## src/rtl/ptat_a2d_ctrl_pkg.sv

```systemverilog
// Shared PTAT A2D definitions: result width and the controller state encoding.
// Also used by the A2D model and the thermal-monitor logic.
package ptat_pkg;
   localparam int A2D_W = 12;

   typedef enum logic [1:0] {IDLE, START, CONV, WAIT} ptat_ctrl_state_t;
endpackage

```

## src/rtl/ptat_a2d_ctrl_if.sv

```systemverilog
// strt/cmplt handshake between the PTAT A2D controller (master) and the A2D (slave).
interface ptat_a2d_ctrl_if;
   import ptat_pkg::*;

   logic             strt;
   logic             cmplt;
   logic [A2D_W-1:0] a2d;

   modport master (output strt, input cmplt, a2d);
   modport slave  (input strt, output cmplt, a2d);
endinterface

```

## src/rtl/ptat_a2d_ctrl_avg.sv

```systemverilog
// Round accumulator: sums samples and publishes the truncated mean on the last one.
module ptat_avg
   import ptat_pkg::*;
#(
   parameter int LOG2_AVG = 2
) (
   input  logic             clk,
   input  logic             rst_n,
   input  logic             clr,
   input  logic             add,
   input  logic [A2D_W-1:0] a2d,
   input  logic             last,
   output logic [A2D_W-1:0] temp,
   output logic             temp_vld
);
   localparam int ACC_W = A2D_W + LOG2_AVG;

   logic [ACC_W-1:0] acc_q, acc_d, sum;
   logic [A2D_W-1:0] temp_q, temp_d;
   logic             vld_q, vld_d;

   assign sum = acc_q + ACC_W'(a2d);

   always_comb begin
      acc_d  = acc_q;
      temp_d = temp_q;
      vld_d  = 1'b0;
      if (clr) begin
         acc_d = '0;
      end else if (add) begin
         if (last) begin
            temp_d = A2D_W'(sum >> LOG2_AVG);
            vld_d  = 1'b1;
            acc_d  = '0;
         end else begin
            acc_d = sum;
         end
      end
   end

   always_ff @(posedge clk or negedge rst_n) begin
      if (!rst_n) begin
         acc_q  <= '0;
         temp_q <= '0;
         vld_q  <= 1'b0;
      end else begin
         acc_q  <= acc_d;
         temp_q <= temp_d;
         vld_q  <= vld_d;
      end
   end

   assign temp     = temp_q;
   assign temp_vld = vld_q;
endmodule

```

## src/rtl/ptat_a2d_ctrl.sv

```systemverilog
// PTAT A2D initiator: runs averaging rounds of 2^LOG2_AVG conversions separated
// by a ROUND_GAP wait, with a sticky error when the A2D fails to answer.
module ptat_a2d_ctrl
   import ptat_pkg::*;
#(
   parameter int LOG2_AVG  = 2,
   parameter int ROUND_GAP = 256,
   parameter int TIMEOUT   = 32
) (
   input  logic                   clk,
   input  logic                   rst_n,
   input  logic                   en,
   input  logic                   clr_err,
   ptat_a2d_ctrl_if.master        a2d_if,
   output logic [A2D_W-1:0]       temp,
   output logic                   temp_vld,
   output logic                   busy,
   output logic                   tmo_err
);
   localparam int CNT_W = LOG2_AVG + 1;
   localparam int GAP_W = $clog2(ROUND_GAP + 1);
   localparam int TMO_W = $clog2(TIMEOUT + 1);

   ptat_ctrl_state_t state_q, state_d;
   logic [CNT_W-1:0] cnt_q, cnt_d;
   logic [GAP_W-1:0] gap_q, gap_d;
   logic [TMO_W-1:0] tmo_cnt_q, tmo_cnt_d;
   logic             strt_q, strt_d, busy_q, busy_d, tmo_err_q, tmo_err_d;
   logic             acc_clr, acc_add, tmo_set, last;

   assign last = (cnt_q == CNT_W'((1 << LOG2_AVG) - 1));

   always_comb begin
      state_d   = state_q;
      cnt_d     = cnt_q;
      gap_d     = '0;
      tmo_cnt_d = tmo_cnt_q;
      acc_clr   = 1'b0;
      acc_add   = 1'b0;
      tmo_set   = 1'b0;
      unique case (state_q)
         IDLE:  if (en) state_d = START;
         START: begin
            tmo_cnt_d = '0;
            state_d   = CONV;
         end
         CONV: begin
            if (a2d_if.cmplt) begin
               if (last) begin
                  acc_add = 1'b1;
                  cnt_d   = '0;
                  state_d = en ? WAIT : IDLE;
               end else if (!en) begin
                  // round abandoned mid-way: drop the partial sum
                  acc_clr = 1'b1;
                  cnt_d   = '0;
                  state_d = IDLE;
               end else begin
                  acc_add = 1'b1;
                  cnt_d   = cnt_q + CNT_W'(1);
                  state_d = START;
               end
            end else if (tmo_cnt_q == TMO_W'(TIMEOUT - 1)) begin
               tmo_set = 1'b1;
               acc_clr = 1'b1;
               cnt_d   = '0;
               state_d = en ? WAIT : IDLE;
            end else begin
               tmo_cnt_d = tmo_cnt_q + TMO_W'(1);
            end
         end
         WAIT: begin
            if (!en)                               state_d = IDLE;
            else if (gap_q == GAP_W'(ROUND_GAP - 1)) state_d = START;
            else                                   gap_d   = gap_q + GAP_W'(1);
         end
         default: state_d = IDLE;
      endcase
      strt_d    = (state_d == START);
      busy_d    = (state_d != IDLE);
      tmo_err_d = tmo_set | (tmo_err_q & ~clr_err);
   end

   always_ff @(posedge clk or negedge rst_n) begin
      if (!rst_n) begin
         state_q   <= IDLE;
         cnt_q     <= '0;
         gap_q     <= '0;
         tmo_cnt_q <= '0;
         strt_q    <= 1'b0;
         busy_q    <= 1'b0;
         tmo_err_q <= 1'b0;
      end else begin
         state_q   <= state_d;
         cnt_q     <= cnt_d;
         gap_q     <= gap_d;
         tmo_cnt_q <= tmo_cnt_d;
         strt_q    <= strt_d;
         busy_q    <= busy_d;
         tmo_err_q <= tmo_err_d;
      end
   end

   ptat_avg #(.LOG2_AVG(LOG2_AVG)) u_avg (
      .clk      (clk),
      .rst_n    (rst_n),
      .clr      (acc_clr),
      .add      (acc_add),
      .a2d      (a2d_if.a2d),
      .last     (last),
      .temp     (temp),
      .temp_vld (temp_vld)
   );

   assign a2d_if.strt = strt_q;
   assign busy        = busy_q;
   assign tmo_err     = tmo_err_q;
endmodule
```

## src/flat_wrapper.sv

```systemverilog
// flat-port wrapper written by rule: the top's interface ports become plain ports
module ptat_a2d_ctrl_flat import ptat_pkg::*;
#(
   parameter int LOG2_AVG  = 2,
   parameter int ROUND_GAP = 256,
   parameter int TIMEOUT   = 32
)
  (clk, rst_n, en, clr_err, temp, temp_vld, busy, tmo_err, a2d_if_strt, a2d_if_cmplt, a2d_if_a2d);
  ptat_a2d_ctrl_if a2d_if_i ();
  input  logic clk;
  input  logic rst_n;
  input  logic en;
  input  logic clr_err;
  output logic [A2D_W-1:0] temp;
  output logic temp_vld;
  output logic busy;
  output logic tmo_err;
  output wire logic [$bits(a2d_if_i.strt)-1:0] a2d_if_strt;
  input wire logic [$bits(a2d_if_i.cmplt)-1:0] a2d_if_cmplt;
  input wire logic [$bits(a2d_if_i.a2d)-1:0] a2d_if_a2d;
  assign a2d_if_strt = a2d_if_i.strt;
  assign a2d_if_i.cmplt = a2d_if_cmplt;
  assign a2d_if_i.a2d = a2d_if_a2d;
  ptat_a2d_ctrl #(.LOG2_AVG(LOG2_AVG), .ROUND_GAP(ROUND_GAP), .TIMEOUT(TIMEOUT)) u_core (.clk(clk), .rst_n(rst_n), .en(en), .clr_err(clr_err), .a2d_if(a2d_if_i), .temp(temp), .temp_vld(temp_vld), .busy(busy), .tmo_err(tmo_err));
endmodule
```

## config.mk

```make
export PLATFORM = sky130hd
export DESIGN_NAME = ptat_a2d_ctrl_flat
export DESIGN_NICKNAME = d
export VERILOG_FILES = /design/src/rtl/ptat_a2d_ctrl_pkg.sv /design/src/rtl/ptat_a2d_ctrl_if.sv /design/src/rtl/ptat_a2d_ctrl_avg.sv /design/src/rtl/ptat_a2d_ctrl.sv /design/src/flat_wrapper.sv
export SDC_FILE = /design/constraint.sdc
export NUM_CORES = 1
export LEC_CHECK = 0
export ABC_CLOCK_PERIOD_IN_PS = 4560
export BUFFER_PORTS_ARGS = -buffer_cell sky130_fd_sc_hd__buf_2
export CORE_UTILIZATION = 40
export CTS_CLUSTER_SIZE = 14
export DETAILED_ROUTE_END_ITERATION = 6
export SYNTH_ARGS = -nofsm -noshare
export SYNTH_HDL_FRONTEND = slang
export SYNTH_SLANG_ARGS = --single-unit
```

## constraint.sdc

```tcl
create_clock -name clk -period 4.56 [get_ports clk]
set_clock_uncertainty 0.1 [all_clocks]
set_input_delay 0.684 -clock clk [delete_from_list [all_inputs] [get_ports clk]]
set_output_delay 0.684 -clock clk [all_outputs]
set_load 0.02 [all_outputs]
```

==> metrics.md <==
| Metric | Value |
|---|---|
| Outcome | complete, but fails checks |
| Failing checks | DRC |
| DRT Pass-1 Iters | 7 |
| Final std cells w/o fill | approximately 400 |
| # IOs | 33 |
| R2R setup slack | roughly 2.2 ns |
| Core Rows | 29 |
| CP endpoint kind | flop |
| Clk pwr share | 20.1% |
| Final instance area | 3030 um2 |
| Logic pwr share | 41.1% |
| Adder-Cell Fraction of Synth Area | a little over 8% |
| Internal Power | ~970 uW |
| Critical Path RT | 4.65 ns |
| GP Congestion | 0.801 |
| # diodes | 0 |
| PwrDens | 524 nW/um2 |
| Max Buffers Root-to-Sink | 2 |
| Period minus WS final | 2.43 ns |
| Area grow syn2layout | 12.6% |
| Setup Fix Bufs, Post-CTS | 0 |
| Largest net degree at the start of global routing | 51 |
| Worst skew pair latency | roughly 0.30 ns |
| Starting Density | between 40% and 50% |
| Dpl cell area | roughly 3000 um2 |
| Part of the cycle the worst path needs | between 50% and 60% |
| Switching power total | 614 uW |
| Fill count | 634 |
| GR Overflow Total | 0 |
| Worst min path class | in -> async |
| CP arrival | between 2 and 3 ns |
| Post-synth EDFFs | 0 |
| Setup TNS Final | 0 ns |
| Antenna violations before repair | 0 |
| Vias | 2148 |
| CTS Sinks | 50 |
| Post-Synth XOR/XNOR Area | 5.20% |
| CTS tree | built |
| Post-synth top area cell | dfrtp_1 |
| Synthesized area per cell | approximately 9.5 um2 |
| Seq/Total Area, Yosys | between 40% and 50% |
| Multi-input gate area | 1350 um2 |
| Antenna Violating Nets Remaining | 0 |
| Cts hold-fix bufs | 0 |
| Largest family of logic cells by synthesized area | compound AO/OA/AOI/OAI gates |
| DRC errors left | 4 |
| Critical Path Source Type | input pin |
| Mapped Area | 2690 um2 |
| Root Buffer | clkbuf_8 |
| Worst IR Drop VDD | 0.310 mV |
| Cells along the critical path | buf_2 > ha_1 > inv_1 > fa_1 > nand2b_1 > a21oi_1 > a211oi_2 > o21ai_1 > mux2i_1 > nand3_1 |
| Main synth FF type | dfrtp_1 |
| WL final | 5.46 mm |
| Max H-tree Level | 2 |
| Mux cell area share after synthesis | less than 1% |
| Synth Warn # | 0 |
| Switching share of power | 38.7% |
| Worst Tran Pin Value | around 0.8 ns |
| WL per Instance | 13.9 um |
| Number of max-slew violations in the final report | 0 |
| CP peak stage delay | 0.40 ns |
| IO Port Bufs | 32 |
| Core area | between 6000 and 7000 um2 |
| Simple-gate share of the synthesized area | between 10% and 20% |
| Drt initial violations | 60 |
| Die Area | 7070 um2 |
| Die Span Y | 84.1 um |
| # resized after CTS | 0 |
| Post-Syn Nets | 317 |
| Worst Reg-to-Reg Cells | 4 |
| Synth top area cells | dfrtp_1 46%, ha_1 7.4%, nand2_1 5.6% |
| Top cells by count, synth | 50 x dfrtp_1, 40 x nand2_1, 28 x o21ai_0, 17 x nor2_1, 16 x ha_1 |
| Vias in the first global route | 2158 |
| Sequential share of power | between 30% and 40% |
| Synth Area in Compound Gates | 18.6% |
| R2R Path Start | u_core.state_q[1] |
| Num CTS Buffers | 5 |
| Reg clk slew, reported paths | 0.09 ns |
| Cells after DPL | between 300 and 400 |
| Most numerous cell in the Yosys netlist | dfrtp_1 |
| Syn Inst Count | 283 |
| Slew headroom | roughly 45% |
| Max cap viols | 0 |
| Final setup fails | 0 |
| Worst R2R End | u_core.u_avg.temp[9] |
| FMAX | 412 MHz |
| Critical path peak fanout | 4 |
| Critical path type | in -> reg |
| Async SR Flop Fraction | 100% |
| Hold Fails Final Rpt | 0 |
| Nets | 349 |
| Post-synth cell types | 48 |
| Layout cells sized above 1 | between 10 and 15% |
| Reg area | 1250 um2 |
| Hpwl dp | 3.85 mm |
| LEAKAGE | ~1.5 nW |
| Crit-path slowest cell | fa_1 |
| Global-route wire length before repair | about 9.7 mm |
| Unrepaired setup endpoints after global routing | false |
| Synthesis-stage register bit count | 50 |
| Synth top area share | 46.4% |
| Gr usage total | 17.0% |
| Width of the die | 84.1 um |
| Via density | around 5.5 |
power groups by stage:
stage	registers (mW)	clock network (mW)	logic (mW)
3_5_place_dp	0.624	0	0.653
2_1_floorplan	0.649	0	0.467
6_report	0.616	0.320	0.653
4_1_cts	0.615	0.331	0.658
5_1_grt	0.630	0.346	0.742
3_3_place_gp	0.621	0	0.644
layout make-up:
| type | instances | area share [%] |
|---|---|---|
| Tap cell | 77 | 3.18 |
| Multi-Input combinational cell | 211 | 44.5 |
| Timing Repair Buffer | 34 | 5.77 |
| Clock inverter | 1 | 0.990 |
| Inverter | 13 | 1.61 |
| Clock buffer | 6 | 2.72 |
| Sequential cell | 50 | 41.2 |
cells in the final DEF (no fill, tap or decap), drive strengths merged, types with 3 or more instances in the layout:
master,count
a21o,6
a21oi,9
a31oi,9
a41oi,3
and3,4
buf,34
clkbuf,6
dfrtp,50
ha,16
inv,13
nand2,40
nand2b,4
nand3,10
nand4,5
nor2,17
nor2b,3
nor3,4
o21ai,32
o22ai,3
o41ai,3
xnor2,5
xor2,11
routing by layer:
| layer | share of wire (%) | up-vias | wire length [um] | GRT usage, % |
|---|---|---|---|---|
| li1 | - | 1075 | - | - |
| met1 | 49 | 1031 | 2670 | 22.5 |
| met2 | 47 | 37 | 2570 | 27.6 |
| met3 | 3.1 | 5 | 171 | 3.46 |
| met4 | 0.84 | 0 | 46 | 6.11 |
| met5 | 0 | - | 0 | 0 |
registers in the layout, indices dropped and copies added, names as in the netlist:
name,cells
u_core.busy,1
u_core.tmo_cnt_q,6
u_core.cnt_q,3
u_core.state_q,2
u_core.gap_q,9
u_core.u_avg.temp_vld,1
u_core.a2d_if.strt,1
u_core.tmo_err,1
u_core.u_avg.temp,12
u_core.u_avg.acc_q,14
stage by stage:
stage	hold WS, ns	utilization [%]	power (mW)	worst slack (ns)
global route	0.409	47.2	1.72	1.90
finish	0.357	47.2	1.59	2.13
CTS	0.386	47.2	1.60	2.12
global placement	0.362	45.5	1.26	1.89
floorplan	0.288	-	1.12	2.16
detailed placement	0.365	45.5	1.28	1.82
worst max-delay path, delay by kind of cell:
family | cells | cell delay [ns]
fa+ha+maj | 2 | 0.57
compound gates | 3 | 0.61
simple gates | 2 | 0.27
buf+inv | 2 | 0.14
mux | 1 | 0.23
worst max path at each step:
stage / cells past startpoint / endpoint / slack (ns) / from
floorplan: 7 / u_core.u_avg.acc_q[13] / 2.16 / a2d_if_a2d[6]
global placement: 10 / u_core.u_avg.acc_q[10] / 1.89 / a2d_if_a2d[0]
detailed placement: 10 / u_core.u_avg.acc_q[10] / 1.82 / a2d_if_a2d[0]
CTS: 4 / u_core.u_avg.temp[9] / 2.12 / u_core.state_q[1]
global route: 4 / u_core.u_avg.temp[9] / 1.90 / u_core.state_q[1]
finish: 10 / u_core.u_avg.acc_q[10] / 2.13 / a2d_if_a2d[0]
kinds of logic (layout without fill, tap and decap cells):
group | count (synthesis) | in the layout
mux | 1 | 1
xor+xnor | 16 | 16
fa+ha+maj | 17 | 17
flops | 50 | 50
simple gates | 99 | 99
buf+inv | 22 | 54
compound gates | 78 | 78
Note: power is estimated with default switching activity, not from simulation.
